`src/rtl/alu_op_sequencer.sv`:
```
// Issue-side sequencer for the 8-bit carry-less ALU: one operation in flight.
// 16-bit adds run as a low pass, a high pass and, if the low byte carried, a +1 fixup pass.
module alu_op_sequencer #(
    parameter int SETTLE  = 2,
    parameter int COUNT_W = 8
) (
    input  logic               clk,
    input  logic               rst_n,
    input  logic               req_valid,
    output logic               req_ready,
    input  logic [15:0]        req_x,
    input  logic [15:0]        req_y,
    input  logic [3:0]         req_sel,
    input  logic               req_wide,
    output logic [7:0]         alu_x,
    output logic [7:0]         alu_y,
    output logic [3:0]         alu_sel,
    input  logic [7:0]         alu_sum,
    input  logic               alu_carry,
    output logic               rsp_valid,
    input  logic               rsp_ready,
    output logic [15:0]        rsp_result,
    output logic               rsp_carry,
    output logic               busy,
    output logic [COUNT_W-1:0] op_count
);

    localparam int CNT_W = (SETTLE > 1) ? $clog2(SETTLE) : 1;
    localparam logic [CNT_W-1:0] CNT_LAST = CNT_W'(SETTLE - 1);

    typedef enum logic [2:0] {
        S_IDLE,
        S_LOW,
        S_HIGH,
        S_FIX,
        S_RESP
    } state_t;

    state_t              state_reg,      state_next;
    logic [CNT_W-1:0]    cnt_reg,        cnt_next;
    logic [7:0]          x_hi_reg,       x_hi_next;
    logic [7:0]          y_hi_reg,       y_hi_next;
    logic                wide_reg,       wide_next;
    logic [7:0]          lo_reg,         lo_next;
    logic                c_lo_reg,       c_lo_next;
    logic                c_hi_reg,       c_hi_next;
    logic [7:0]          alu_x_reg,      alu_x_next;
    logic [7:0]          alu_y_reg,      alu_y_next;
    logic [3:0]          alu_sel_reg,    alu_sel_next;
    logic [15:0]         rsp_result_reg, rsp_result_next;
    logic                rsp_carry_reg,  rsp_carry_next;
    logic [COUNT_W-1:0]  op_count_reg,   op_count_next;

    logic pass_done;
    assign pass_done = (cnt_reg == CNT_LAST);

    always_ff @(posedge clk or negedge rst_n) begin
        if (!rst_n) begin
            state_reg      <= S_IDLE;
            cnt_reg        <= '0;
            x_hi_reg       <= '0;
            y_hi_reg       <= '0;
            wide_reg       <= 1'b0;
            lo_reg         <= '0;
            c_lo_reg       <= 1'b0;
            c_hi_reg       <= 1'b0;
            alu_x_reg      <= '0;
            alu_y_reg      <= '0;
            alu_sel_reg    <= '0;
            rsp_result_reg <= '0;
            rsp_carry_reg  <= 1'b0;
            op_count_reg   <= '0;
        end else begin
            state_reg      <= state_next;
            cnt_reg        <= cnt_next;
            x_hi_reg       <= x_hi_next;
            y_hi_reg       <= y_hi_next;
            wide_reg       <= wide_next;
            lo_reg         <= lo_next;
            c_lo_reg       <= c_lo_next;
            c_hi_reg       <= c_hi_next;
            alu_x_reg      <= alu_x_next;
            alu_y_reg      <= alu_y_next;
            alu_sel_reg    <= alu_sel_next;
            rsp_result_reg <= rsp_result_next;
            rsp_carry_reg  <= rsp_carry_next;
            op_count_reg   <= op_count_next;
        end
    end

    always_comb begin
        state_next      = state_reg;
        cnt_next        = cnt_reg;
        x_hi_next       = x_hi_reg;
        y_hi_next       = y_hi_reg;
        wide_next       = wide_reg;
        lo_next         = lo_reg;
        c_lo_next       = c_lo_reg;
        c_hi_next       = c_hi_reg;
        alu_x_next      = alu_x_reg;
        alu_y_next      = alu_y_reg;
        alu_sel_next    = alu_sel_reg;
        rsp_result_next = rsp_result_reg;
        rsp_carry_next  = rsp_carry_reg;
        op_count_next   = op_count_reg;

        case (state_reg)
            S_IDLE: begin
                if (req_valid) begin
                    x_hi_next    = req_x[15:8];
                    y_hi_next    = req_y[15:8];
                    // Only a plain add can be chained; other functions stay 8-bit.
                    wide_next    = req_wide && (req_sel == 4'h0);
                    alu_x_next   = req_x[7:0];
                    alu_y_next   = req_y[7:0];
                    alu_sel_next = req_sel;
                    cnt_next     = '0;
                    state_next   = S_LOW;
                end
            end
            S_LOW: begin
                if (pass_done) begin
                    cnt_next = '0;
                    if (wide_reg) begin
                        lo_next      = alu_sum;
                        c_lo_next    = alu_carry;
                        alu_x_next   = x_hi_reg;
                        alu_y_next   = y_hi_reg;
                        alu_sel_next = 4'h0;
                        state_next   = S_HIGH;
                    end else begin
                        rsp_result_next = {8'h00, alu_sum};
                        rsp_carry_next  = alu_carry;
                        state_next      = S_RESP;
                    end
                end else begin
                    cnt_next = cnt_reg + CNT_W'(1);
                end
            end
            S_HIGH: begin
                if (pass_done) begin
                    cnt_next = '0;
                    if (!c_lo_reg) begin
                        rsp_result_next = {alu_sum, lo_reg};
                        rsp_carry_next  = alu_carry;
                        state_next      = S_RESP;
                    end else begin
                        // No carry-in on the ALU, so add the low carry as a separate +1 pass.
                        c_hi_next    = alu_carry;
                        alu_x_next   = alu_sum;
                        alu_y_next   = 8'h01;
                        alu_sel_next = 4'h0;
                        state_next   = S_FIX;
                    end
                end else begin
                    cnt_next = cnt_reg + CNT_W'(1);
                end
            end
            S_FIX: begin
                if (pass_done) begin
                    cnt_next        = '0;
                    rsp_result_next = {alu_sum, lo_reg};
                    rsp_carry_next  = c_hi_reg | alu_carry;
                    state_next      = S_RESP;
                end else begin
                    cnt_next = cnt_reg + CNT_W'(1);
                end
            end
            S_RESP: begin
                if (rsp_ready) begin
                    op_count_next = op_count_reg + COUNT_W'(1);
                    state_next    = S_IDLE;
                end
            end
            default: state_next = S_IDLE;
        endcase
    end

    assign req_ready  = (state_reg == S_IDLE);
    assign busy       = (state_reg != S_IDLE);
    assign rsp_valid  = (state_reg == S_RESP);
    assign alu_x      = alu_x_reg;
    assign alu_y      = alu_y_reg;
    assign alu_sel    = alu_sel_reg;
    assign rsp_result = rsp_result_reg;
    assign rsp_carry  = rsp_carry_reg;
    assign op_count   = op_count_reg;

endmodule
```
`config.mk`:
```
export PLATFORM = sky130hd
export DESIGN_NAME = alu_op_sequencer
export DESIGN_NICKNAME = d
export VERILOG_FILES = /design/src/rtl/alu_op_sequencer.sv
export SDC_FILE = /design/constraint.sdc
export NUM_CORES = 1
export LEC_CHECK = 0
export ABC_AREA = 1
export BUFFER_PORTS_ARGS = -buffer_cell sky130_fd_sc_hd__buf_4
export CAP_MARGIN = 20
export CORE_MARGIN = 4
export CORE_UTILIZATION = 48
export DETAILED_ROUTE_END_ITERATION = 6
export HOLD_SLACK_MARGIN = 0.12
export PLACE_DENSITY = 0.83
export SLEW_MARGIN = 20
export SYNTH_ARGS = -nofsm -noshare
export SYNTH_HDL_FRONTEND = slang
export SYNTH_SLANG_ARGS = --single-unit
```
`constraint.sdc`:
```
create_clock -name clk -period 1.4 [get_ports clk]
set_input_delay 0.28 -clock clk [delete_from_list [all_inputs] [get_ports clk]]
set_output_delay 0.28 -clock clk [all_outputs]
set_load 0.1 [all_outputs]
```
======== Yosys cells after proc, flatten, opt, wreduce, memory -nomap -nowiden ========
Index checks and enable logic that the tools add are counted.
storage, ports and cells
  register bits after elaboration ......... 76
  input bits .............................. 50
  output and inout port bits .............. 48
cells by class
  add/subtract/negate cells ............... 2
  eq/ne operators ......................... 13
  muxes and demuxes ....................... 41
  bitwise operators ....................... 1
  reductions and logical operators ........ 16
operator list
  operator                                                                count
  16-bit two-way mux                                                      5
  8-bit two-way mux                                                       10
  16-bit one-hot mux with 3 select lines                                  1
  8-bit one-hot mux with 3 select lines                                   2
  3-bit two-way mux                                                       7
  4-bit two-way mux                                                       5
  2-bit != test (second input constant)                                   8
  3-bit one-hot mux with 5 select lines                                   1
  4-bit one-hot mux with 3 select lines                                   1
  6-bit AND reduction                                                     2
  3-bit nonzero test                                                      3
  8-bit by 1-bit adder with 8-bit output (second input constant)          1
  1-bit two-way mux                                                       7
  3-bit by 2-bit equality test with 1-bit output (second input constant)  2
  2-bit AND reduction                                                     3
  3-bit AND reduction                                                     2
  5-bit AND reduction                                                     1
  4-bit zero test                                                         1
  3-bit by 1-bit equality test with 1-bit output (second input constant)  1
  3-bit equality test (second input constant)                             1
  3-bit zero test                                                         1
  1-bit one-hot mux with 3 select lines                                   1
  3-bit OR reduction                                                      1
  2-bit by 1-bit != test with 1-bit output (second input constant)        1
  other kinds (5)                                                         5

======== Depth between registers and ports, before layout ========
Gate-level depths: netlist of the first run.
  depth after elaboration ................. 4
  depth in mapped cells ................... 10

======== Worst setup path before layout of the first run ========
Ideal clock, no wire load.
  path kind ............................... reg2reg
  start point ............................. register state_reg[0]
  end point ............................... register x_hi_reg[0]
  library setup time ...................... 0.065 ns
  arrival ................................. 2.358 ns
  slack ................................... -1.023 ns
  cell stages (with the launch flop) ...... 10
  clock period less this slack ............ 2.423 ns
  cell sequence ........................... dfrtp_1 > buf_6 > nor2_8 > nand2_2 > inv_1 > nand2_2 > inv_2 > buf_6 > nand2_1 > nand2_1
between the ends
  word-level cells in the longest chain between the ends .. 2
RTL lines
  what                           line  text
  start, declared                39    state_t state_reg, state_next;
  start signal, assigned         74    state_reg <= state_next;
  3-bit zero test                n/a
  named net req_ready            10    output logic req_ready,
  2-bit AND reduction (no line)  n/a
  end signal, assigned           76    x_hi_reg <= x_hi_next;
  end, declared                  41    logic [7:0] x_hi_reg, x_hi_next;
The timed path passes the listed nets, and every way through them passes these cells.
A chain may end at the register's enable or synchronous reset.

======== Worst setup path after layout of the first run ========
  start point ............................. register state_reg[0]
  end point ............................... register lo_reg[5]
between the ends
  word-level cells in the longest chain between the ends .. 2
RTL lines
  what                                            line  text
  3-bit by 1-bit equality test with 1-bit output  107   case (state_reg)
  3-bit AND reduction (no line)                   n/a
  end signal, assigned                            79    lo_reg <= lo_next;
  end, declared                                   44    logic [7:0] lo_reg, lo_next;
Every way passes these cells.

==> run summary, run 1 <==
Vias in the first global route = 3665
WP data required = 1690 ps
Root Driver = clkbuf_8
Die width = 96.5 um
Synth area leader = dfrtp_1
Detailed-route DRC error count = 0
Clock slew at reported path FFs = 90 ps
Synth top area share = 50.6%
Reg2reg end = lo_reg[5]$_DFFE_PN0P_
Dpl hpwl = 6980 um
Commonest non-fill, non-tap cell in the layout = nand2_1
Largest register FFs = 16
Initial Utilization = 48.9%
YS warnings = 0
Worst min-delay path class = in2reg
Synth Net Count = 537
R2r setup slk = -260 ps
Crit end category = register
Nets@finish = 682
GRT Overall Usage = 24.7%
Slew @ Worst Pin = 427 ps
Htree depth = 3
Count of final hold-check violations = 0
Hold Path End = y_hi_reg[4]$_DFFE_PN0P_
WL final = 12100 um
Cells after Synth = 486
Num CTS Buffers = 9
# rows = 32
Setup CP Type = reg2reg
Vias per std cell = 5.33
Reg2reg path depth = 9
Gpl congestion = 0.880
Post-synth cell types = 25
CTS tree = built
GR Util met2 = 41.4%
Mapped Avg Cell Area = 7.74 um^2
Pin count of the biggest net entering global routing = 31
Tcrit/Tclk final = 118%
Clock Skew = 11.3 ps
Hold Crit Start = req_y[12]
Clock Tree Buf Depth = 2
Die height = 96.5 um
Count of max-cap constraint violations = 0
Slew headroom = 71.6%
Met3 Use GR = 5.73%
Antenna cells = 0
Sequential element share of the synthesized area = 50.6%
Max Clock Freq = 604 MHz
Vias = 3936
Worst Path Arrival = 1940 ps
Initial antenna violation count = 0
Final slew viol count = 0
CP Max Fanout = 8
CP Launch Type = register
DR pass1 iterations = 6
Share of layout cells above drive strength 1 = 38.1%
Setup ws final = -255 ps
Reg2reg start = state_reg[0]$_DFFE_PN0P_
Commonest non-fill, non-tap cells in the layout = 214 x nand2_1, 103 x buf_4, 70 x dfrtp_1
Period minus WS final = 1660 ps
Initial DRC Count = 362
GRT Residual Overflow = 0
Final setup violating endpoints = 68
Area of the mapped netlist = 3760 um^2
I/O Buffers = 97
Hold path cells = 3
Antenna Nets Post-Route = 0
Core ar. = 7690 um^2
CTS Sinks = 76
Gr busiest metal = met2
Syn-to-layout area delta = 54.9%
Met1 Use GR = 31.7%
Final core utilization = 75.8%
Status = finished with violations
Synth top area cells = dfrtp_1 51%, nand2_1 24%, nand3_1 4.4%
Global-route wire length before repair = 17400 um
RSZ-0062 raised after global routing = yes
Worst-Skew Late Latency = 350 ps
#FFs+latches synth = 76
Die area = 9320 um^2
Failing checks = setup timing
I/O Pins = 98
Drt wl/cell = 16.5 um
-- cells in the mapped netlist --
cell / instances
xor2_1: 2
inv_4: 2
nand3_2: 1
ha_1: 1
nand3_4: 1
buf_6: 6
nor2_1: 16
inv_2: 2
inv_1: 43
nor3_1: 1
nand3b_1: 3
nand3_1: 33
nand2_2: 5
a31oi_1: 1
dfrtp_1: 76
o21ai_1: 1
a21oi_1: 1
nor2_2: 4
nand4_1: 3
nor2_8: 4
nand2_1: 241
nand2_4: 4
buf_2: 10
xnor2_1: 1
o21ai_0: 24
-- how the worst max path moves through the flow --
| stage | startpoint | endpoint | slack (ps) | cells after the start |
|---|---|---|---|---|
| after floorplan | state_reg[0]$_DFFE_PN0P_ | x_hi_reg[0]$_DFFE_PN0P_ | -490 | 9 |
| after global placement | state_reg[0]$_DFFE_PN0P_ | alu_x[5]$_DFFE_PN0P_ | -30 | 8 |
| after detailed placement | state_reg[1]$_DFFE_PN0P_ | rsp_result[4]$_DFFE_PN0P_ | -80 | 6 |
| after CTS | state_reg[1]$_DFFE_PN0P_ | req_ready | -190 | 4 |
| after global routing | state_reg[0]$_DFFE_PN0P_ | lo_reg[2]$_DFFE_PN0P_ | -300 | 9 |
| final | state_reg[0]$_DFFE_PN0P_ | lo_reg[5]$_DFFE_PN0P_ | -260 | 9 |
-- area by class of cell --
| cell class | instances | area [um^2] |
|---|---|---|
| Inverter | 47 | 215 |
| Clock inverter | 5 | 83.8 |
| Tap cell | 102 | 128 |
| Multi-Input combinational cell | 353 | 1950 |
| Clock buffer | 11 | 141 |
| Timing Repair Buffer | 141 | 1370 |
| Timing Repair inverter | 3 | 31.3 |
| Fill cell | 491 | 1860 |
| Sequential cell | 76 | 1910 |
-- metrics by stage --
step	TNS, ps	hold slack, ps	std cells	cell area, um^2	setup WS (ps)
6_report	-8360	125	738	5830	-255
5_1_grt	-12880	121	738	5830	-303
4_1_cts	-6270	121	731	5450	-192
3_5_place_dp	-2250	241	684	4750	-76.5
3_3_place_gp	-956	237	684	4750	-34.2
2_1_floorplan	-11200	-15.6	486	3810	-493
-- layer usage --
layer / vias up / share of wire (%)
met2: 208 / 49
met1: 1876 / 38
li1: 1811 / -
met3: 41 / 8.9
met4: 0 / 3.4
met5: - / 0
-- worst max-delay path, stage by stage (launching register included) --
cell and delay (ps):
dfrtp_2 460, buf_6 150, buf_8 120, nand2_8 50, nor2_8 160, nand2_8 120, buf_6 150, nor2_4 180
nand2_1 100, o21ai_1 80
-- cells by family (layout without fill, tap and decap cells) --
| group | Yosys count | count (layout) | share of synthesized area (%) |
|---|---|---|---|
| simple gates | 316 | 322 | 36.8 |
| xor+xnor | 3 | 3 | 0.699 |
| fa+ha+maj | 1 | 1 | 0.333 |
| flops | 76 | 76 | 50.6 |
| compound gates | 27 | 27 | 3.63 |
| buf+inv | 63 | 207 | 7.95 |
-- repair_timing --
item,in CTS,in global routing
endpoints found under the setup margin,57,79
setup buffers,21,6
pin swaps,11,21
hold buffers,2,1
cloned,9,4
endpoints found under the hold margin,28,1
resized for setup,40,93
Power of run 1 is not shown: default switching activity piles up to over one toggle a cycle in this logic, so the estimate is an artifact.
==> run 2: changes to the inputs <==
--- a/config.mk
+++ b/config.mk
@@ -13,6 +13,7 @@
 export DETAILED_ROUTE_END_ITERATION = 6
 export HOLD_SLACK_MARGIN = 0.12
 export PLACE_DENSITY = 0.83
+export RECOVER_POWER = 25
 export SLEW_MARGIN = 20
 export SYNTH_ARGS = -nofsm -noshare
 export SYNTH_HDL_FRONTEND = slang
==> run 2 against run 1 <==
Against the previous run: the run still ends with setup timing left; fmax about the same; critical path depth unchanged; sequential cell count unchanged; clock-buffer cell count unchanged; wire length about the same; die area unchanged; clock skew unchanged; setup slack about the same.
==> run summary, run 2 (same netlist as run 1, synthesis figures left out) <==
Status = finished with violations
Failing checks = setup timing
Period minus WS final = 1660 ps (+0.156 ps)
Initial Utilization = 48.9% (unchanged)
Htree depth = 3 (unchanged)
Met2 WL post-DR = 6000 um (about the same)
Initial antenna violation count = 0 (unchanged)
Count of max-cap constraint violations = 0 (unchanged)
Num CTS Buffers = 9 (unchanged)
Reg2reg end = lo_reg[5]$_DFFE_PN0P_
Commonest non-fill, non-tap cells in the layout = 214 x nand2_1, 101 x buf_4, 70 x dfrtp_1
Reg2reg start = state_reg[0]$_DFFE_PN0P_
I/O Pins = 98 (unchanged)
I/O Buffers = 97 (unchanged)
WL final = 12100 um (about the same)
CTS Sinks = 76 (unchanged)
Final core utilization = 75.7% (about the same)
Detailed-route DRC error count = 0 (unchanged)
WP data required = 1690 ps (about the same)
CP Launch Type = register
Clock Tree Buf Depth = 2 (unchanged)
Final slew viol count = 0 (unchanged)
CP cell instances = buf_6 -> buf_8 -> nand2_8 -> nor2_8 -> nand2_8 -> buf_6 -> nor2_4 -> nand2_1 -> o21ai_1
Met1 wire length = 4660 um (about the same)
GRT Residual Overflow = 0 (unchanged)
Largest register FFs = 16 (unchanged)
Die height = 96.5 um (unchanged)
Count of final hold-check violations = 0 (unchanged)
CP peak stage delay = 460 ps (about the same)
Die area = 9320 um^2 (unchanged)
Gpl congestion = 0.880 (unchanged)
Clock slew at reported path FFs = 90 ps (about the same)
CTS tree = built
CP endpoint = lo_reg[5]$_DFFE_PN0P_
Reg2reg path depth = 9 (unchanged)
Core ar. = 7690 um^2 (unchanged)
Crit end category = register
Critical path launch point = state_reg[0]$_DFFE_PN0P_
Met3 wire length = 1080 um (unchanged)
Vias in the first global route = 3665 (unchanged)
CP Max Fanout = 8 (unchanged)
Tcrit/Tclk final = 118% (about the same)
Global-route wire length before repair = 17400 um (unchanged)
Pin count of the biggest net entering global routing = 31 (unchanged)
GRT Overall Usage = 24.7% (unchanged)
Die width = 96.5 um (unchanged)
Worst-Skew Late Latency = 350 ps (about the same)
Vias per std cell = 5.33 (unchanged)
Dpl hpwl = 6980 um (unchanged)
# rows = 32 (unchanged)
Top Metal Used = met4
Max Clock Freq = 604 MHz (about the same)
Vias = 3936 (unchanged)
Placed cell areas = 4750 um^2 (unchanged)
Crit-path slowest cell = dfrtp_2
Final setup violating endpoints = 68 (unchanged)
Setup CP Type = reg2reg
Slew headroom = 45.3% (-26 points)
WHS = 125 ps (-0.0180 ps)
Antenna Nets Post-Route = 0 (unchanged)
Drt wl/cell = 16.5 um (about the same)
RSZ-0062 raised after global routing = yes
Slew @ Worst Pin = 821 ps (+395 ps)
Initial DRC Count = 362 (unchanged)
Commonest non-fill, non-tap cell in the layout = nand2_1
Share of layout cells above drive strength 1 = 38.1% (unchanged)
Root Driver = clkbuf_8
Setup ws final = -255 ps (-0.156 ps)
DR pass1 iterations = 6 (unchanged)
Syn-to-layout area delta = 54.8% (about the same)
Nets@finish = 682 (unchanged)
Worst min-delay path class = in2reg
Worst Path Arrival = 1940 ps (about the same)
Final instance area = 5820 um^2 (about the same)
R2r setup slk = -260 ps (about the same)
Antenna cells = 0 (unchanged)
Clock Skew = 11.3 ps (unchanged)
==> run 2: how the worst min path moves through the flow <==
stage / from / end / depth (start not counted)
2_1_floorplan: rst_n / alu_sel[0]$_DFFE_PN0P_ / 0
3_3_place_gp: rst_n / state_reg[2]$_DFFE_PN0P_ / 1
3_5_place_dp: rst_n / cnt_reg$_DFFE_PN0P_ / 1
4_1_cts: req_x[15] / x_hi_reg[7]$_DFFE_PN0P_ / 3
5_1_grt: req_x[13] / x_hi_reg[5]$_DFFE_PN0P_ / 3
6_report: req_y[12] / y_hi_reg[4]$_DFFE_PN0P_ / 3
==> run 2: critical path, delay by kind of cell, from the launching register on <==
kind / cells / cell delay [ps]
DFF: 1 / 460
and+or+nand+nor: 5 / 610
AOI/OAI and AO/OA: 1 / 80
buffers and inverters: 3 / 420
==> run 2: stage by stage <==
step / worst slack (ps) / TNS [ps] / std cells
after floorplan: -493 / -11200 / 486
after global placement: -34.2 / -956 / 684
after detailed placement: -76.5 / -2250 / 684
after CTS: -192 / -6270 / 731
after global routing: -303 / -13360 / 738
final: -255 / -8370 / 738
==> run 2: cell type report <==
class,count,area (um^2)
clock buffer,11,141
inverter,47,215
sequential,76,1910
clock inverter,5,83.8
fill,492,1860
timing repair inverter,3,31.3
tap,102,128
timing repair buffer,141,1370
multi-input combinational,353,1950
==> run 2: timing repair <==
action | in CTS | in global routing
hold buffers | 2 | 1
setup endpoints to repair | 57 | 79
pin swaps | 11 | 21
endpoints found under the hold margin | 28 | 1
resized for setup | 40 | 93
gates cloned | 9 | 4
setup buffers | 21 | 6
==> run 2: routing by layer <==
layer / track usage [%] / vias to the layer above
li1: - / 1811
met1: 31.7 / 1876
met2: 41.4 / 208
met3: 5.73 / 41
met4: 7.94 / 0
met5: 0 / -
Power of run 2 is left out for the same reason.
==> run 3: changes to the inputs <==
--- a/config.mk
+++ b/config.mk
@@ -5,7 +5,6 @@
 export SDC_FILE = /design/constraint.sdc
 export NUM_CORES = 1
 export LEC_CHECK = 0
-export ABC_AREA = 1
 export BUFFER_PORTS_ARGS = -buffer_cell sky130_fd_sc_hd__buf_4
 export CAP_MARGIN = 20
 export CORE_MARGIN = 4
==> run 3 against run 2 <==
Against the previous run: the run still ends with setup timing left; clock-buffer cell count grew 1; design area grew 1.7%; clock skew is essentially flat; global-route usage shrank 0.66 points; fmax shrank 10%; setup slack lost 190 ps; critical path type unchanged.
==> run summary, run 3 <==
Fillcell total = 395 (-20%)
GRT Overall Usage = 24.0% (-0.66 points)
Global-route wire length before repair = 16900 um (-3.0%)
Failing checks = setup timing
Die area = 9290 um^2 (-0.25%)
Max Clock Freq = 543 MHz (-10%)
Antenna Nets Post-Route = 0 (unchanged)
CP Max Fanout = 14 (+6)
Largest register FFs = 16 (unchanged)
Vias per std cell = 5.62 (+5.4%)
Vias in the first global route = 3400 (-7.2%)
Setup CP Type = reg2reg
CTS tree = built
Register area = 1910 um^2 (+0.26%)
Drt wl/cell = 19.6 um (+19%)
Area of the mapped netlist = 3750 um^2 (-0.27%)
I/O Pins = 98 (unchanged)
Synth top area cells = dfrtp_1 51%, mux2_2 14%, mux2i_1 2.4%
Crit end category = register
Num CTS Buffers = 9 (unchanged)
#FFs+latches synth = 76 (unchanged)
Clock Skew = 11.7 ps (+0.340 ps)
Nets@finish = 529 (-22%)
Final non-filler cell total = 582 (-21%)
Clock Tree Buf Depth = 2 (unchanged)
CP Launch Type = register
RSZ-0062 raised after global routing = yes
Post-synth cell types = 40 (+60%)
Dpl hpwl = 6760 um (-3.2%)
Commonest non-fill, non-tap cells in the layout = 122 x buf_4, 68 x dfrtp_1, 36 x mux2_4
Initial DRC Count = 126 (-65%)
Vias = 3273 (-17%)
GRT Residual Overflow = 0 (unchanged)
Cells after Synth = 325 (-33%)
DR pass1 iterations = 4 (-2)
Tcrit/Tclk final = 132% (+13 points)
Setup ws final = -443 ps (-187 ps)
Synth area leader = dfrtp_1
Slew headroom = 69.4% (+24 points)
Synth top area share = 50.7% (+0.13 points)
Antenna cells = 0 (unchanged)
Count of final hold-check violations = 0 (unchanged)
Footprint of the multi-input gates = 2040 um^2 (+4.9%)
WP data required = 1650 ps (-40 ps)
Htree depth = 3 (unchanged)
WHS = 141 ps (+15.9 ps)
CTS Sinks = 76 (unchanged)
Period minus WS final = 1840 ps (+187 ps)
Slew @ Worst Pin = 458 ps (-363 ps)
Commonest non-fill, non-tap cell in the layout = buf_4
Final setup violating endpoints = 75 (+10%)
Core ar. = 7410 um^2 (-3.6%)
YS warnings = 0 (unchanged)
Placed insts = 533 (-22%)
Gpl congestion = 0.870 (-1.2%)
Clock slew at reported path FFs = 80 ps (about the same)
Sequential element share of the synthesized area = 50.7% (+0.13 points)
Worst Path Arrival = 2100 ps (+160 ps)
Die height = 96.4 um (-0.12%)
I/O Buffers = 97 (unchanged)
Die width = 96.4 um (-0.12%)
Synth async-reset ratio = 100% (unchanged)
Setup TNS = -21800 ps (-13420 ps)
WL final = 11400 um (-6.0%)
Count of max-cap constraint violations = 0 (unchanged)
Root Driver = clkbuf_8
Pin count of the biggest net entering global routing = 31 (unchanged)
Synth Net Count = 376 (-30%)
Share of layout cells above drive strength 1 = 58.6% (+21 points)
Post-synth EDFFs = 0 (unchanged)
Initial Utilization = 50.6% (+1.7 points)
Final slew viol count = 0 (unchanged)
Worst-Skew Late Latency = 360 ps (about the same)
Syn-to-layout area delta = 57.8%
Worst min-delay path class = in2reg
# rows = 31 (-3.1%)
Detailed-route DRC error count = 0 (unchanged)
Mapped Avg Cell Area = 11.5 um^2 (+49%)
Initial antenna violation count = 0 (unchanged)
Top FF cell, synth = dfrtp_1
Synth cell count leaders = 76 x dfrtp_1, 45 x mux2_2, 20 x nor2_1
Status = finished with violations
Top-count cell post-synth = dfrtp_1
## run 3: cell count changes in the layout (fill, tap and decap cells not counted), moves of 9 or more
cell / previous run / this run
nand2_1: 214 / 10
mux2_4: 0 / 36
inv_1: 38 / 13
buf_4: 101 / 122
nand2_2: 21 / 0
nand3_1: 22 / 2
mux2_2: 0 / 15
nand3_2: 12 / 1
o21ai_1: 13 / 3
mux2i_1: 0 / 9
nand2b_1: 0 / 9
## run 3: cell type report
type,instances,area share (%)
clock buffer,12,2.62
sequential,76,32.3
timing repair buffer,164,25.9
multi-input combinational,213,34.5
clock inverter,4,1.61
inverter,14,0.888
tap,99,2.09
## run 3: kinds of logic (layout without fill, tap and decap cells)
family                   after synthesis  count (layout)  share of synthesized area [%]
adder cells (fa/ha/maj)                1               1                          0.334
buffers and inverters                 38             194                           4.90
AND/OR/NAND/NOR                       70              72                           9.71
multiplexers                          60              60                           18.3
AO/OA/AOI/OAI                         73              73                           14.4
XOR/XNOR                               7               7                           1.63
flip-flops                            76              76                           50.7
## run 3: path summary, 6_finish.rpt
path                                               to                      from  cells after the start  slack (ps)
setup / recovery            rsp_result[5]$_DFFE_PN0P_  state_reg[0]$_DFFE_PN0P_                      5        -440
hold / removal                   c_lo_reg$_DFFE_PN0P_                 alu_carry                      3         140
setup reg to reg            rsp_result[5]$_DFFE_PN0P_  state_reg[0]$_DFFE_PN0P_                      5        -440
hold reg to reg               op_count[7]$_DFFE_PN0P_   op_count[7]$_DFFE_PN0P_                      1         480
max in group asynchronous     op_count[0]$_DFFE_PN0P_                     rst_n                      3         150
min in group asynchronous  rsp_result[13]$_DFFE_PN0P_                     rst_n                      2         400
## run 3: critical path, cell delays in order (launching register included)
cell,delay [ps]
dfrtp_1,430
or3b_1,400
a21oi_2,190
nor2b_4,190
buf_12,160
mux2_2,360
## run 3: layer usage
metal | up-vias | global-route usage (%) | share of wire [%]
li1 | 1474 | - | -
met1 | 1661 | 29.4 | 40
met5 | - | 0 | 0
met2 | 122 | 41.9 | 52
met4 | 0 | 6.43 | 1.3
met3 | 16 | 6.58 | 6.6
## run 3: metrics by stage
| stage | instance area, um^2 | setup WS [ps] | utilization, % |
|---|---|---|---|
| CTS | 5730 | -415 | 77.3 |
| global route | 5920 | -487 | 79.9 |
| finish | 5920 | -443 | 79.9 |
| floorplan | 3930 | -897 | - |
| global placement | 4940 | -290 | 66.7 |
| detailed placement | 4940 | -351 | 66.7 |
## run 3: repair_timing
item / in CTS / in global routing
hold buffers: 1 / 0
setup endpoints to repair: 76 / 83
pin swaps: 17 / 15
buffers inserted: 23 / 4
gates resized for setup: 70 / 37
hold endpoints to repair: 76 / 0
gates cloned: 4 / 2
Power of run 3 is left out for the same reason.
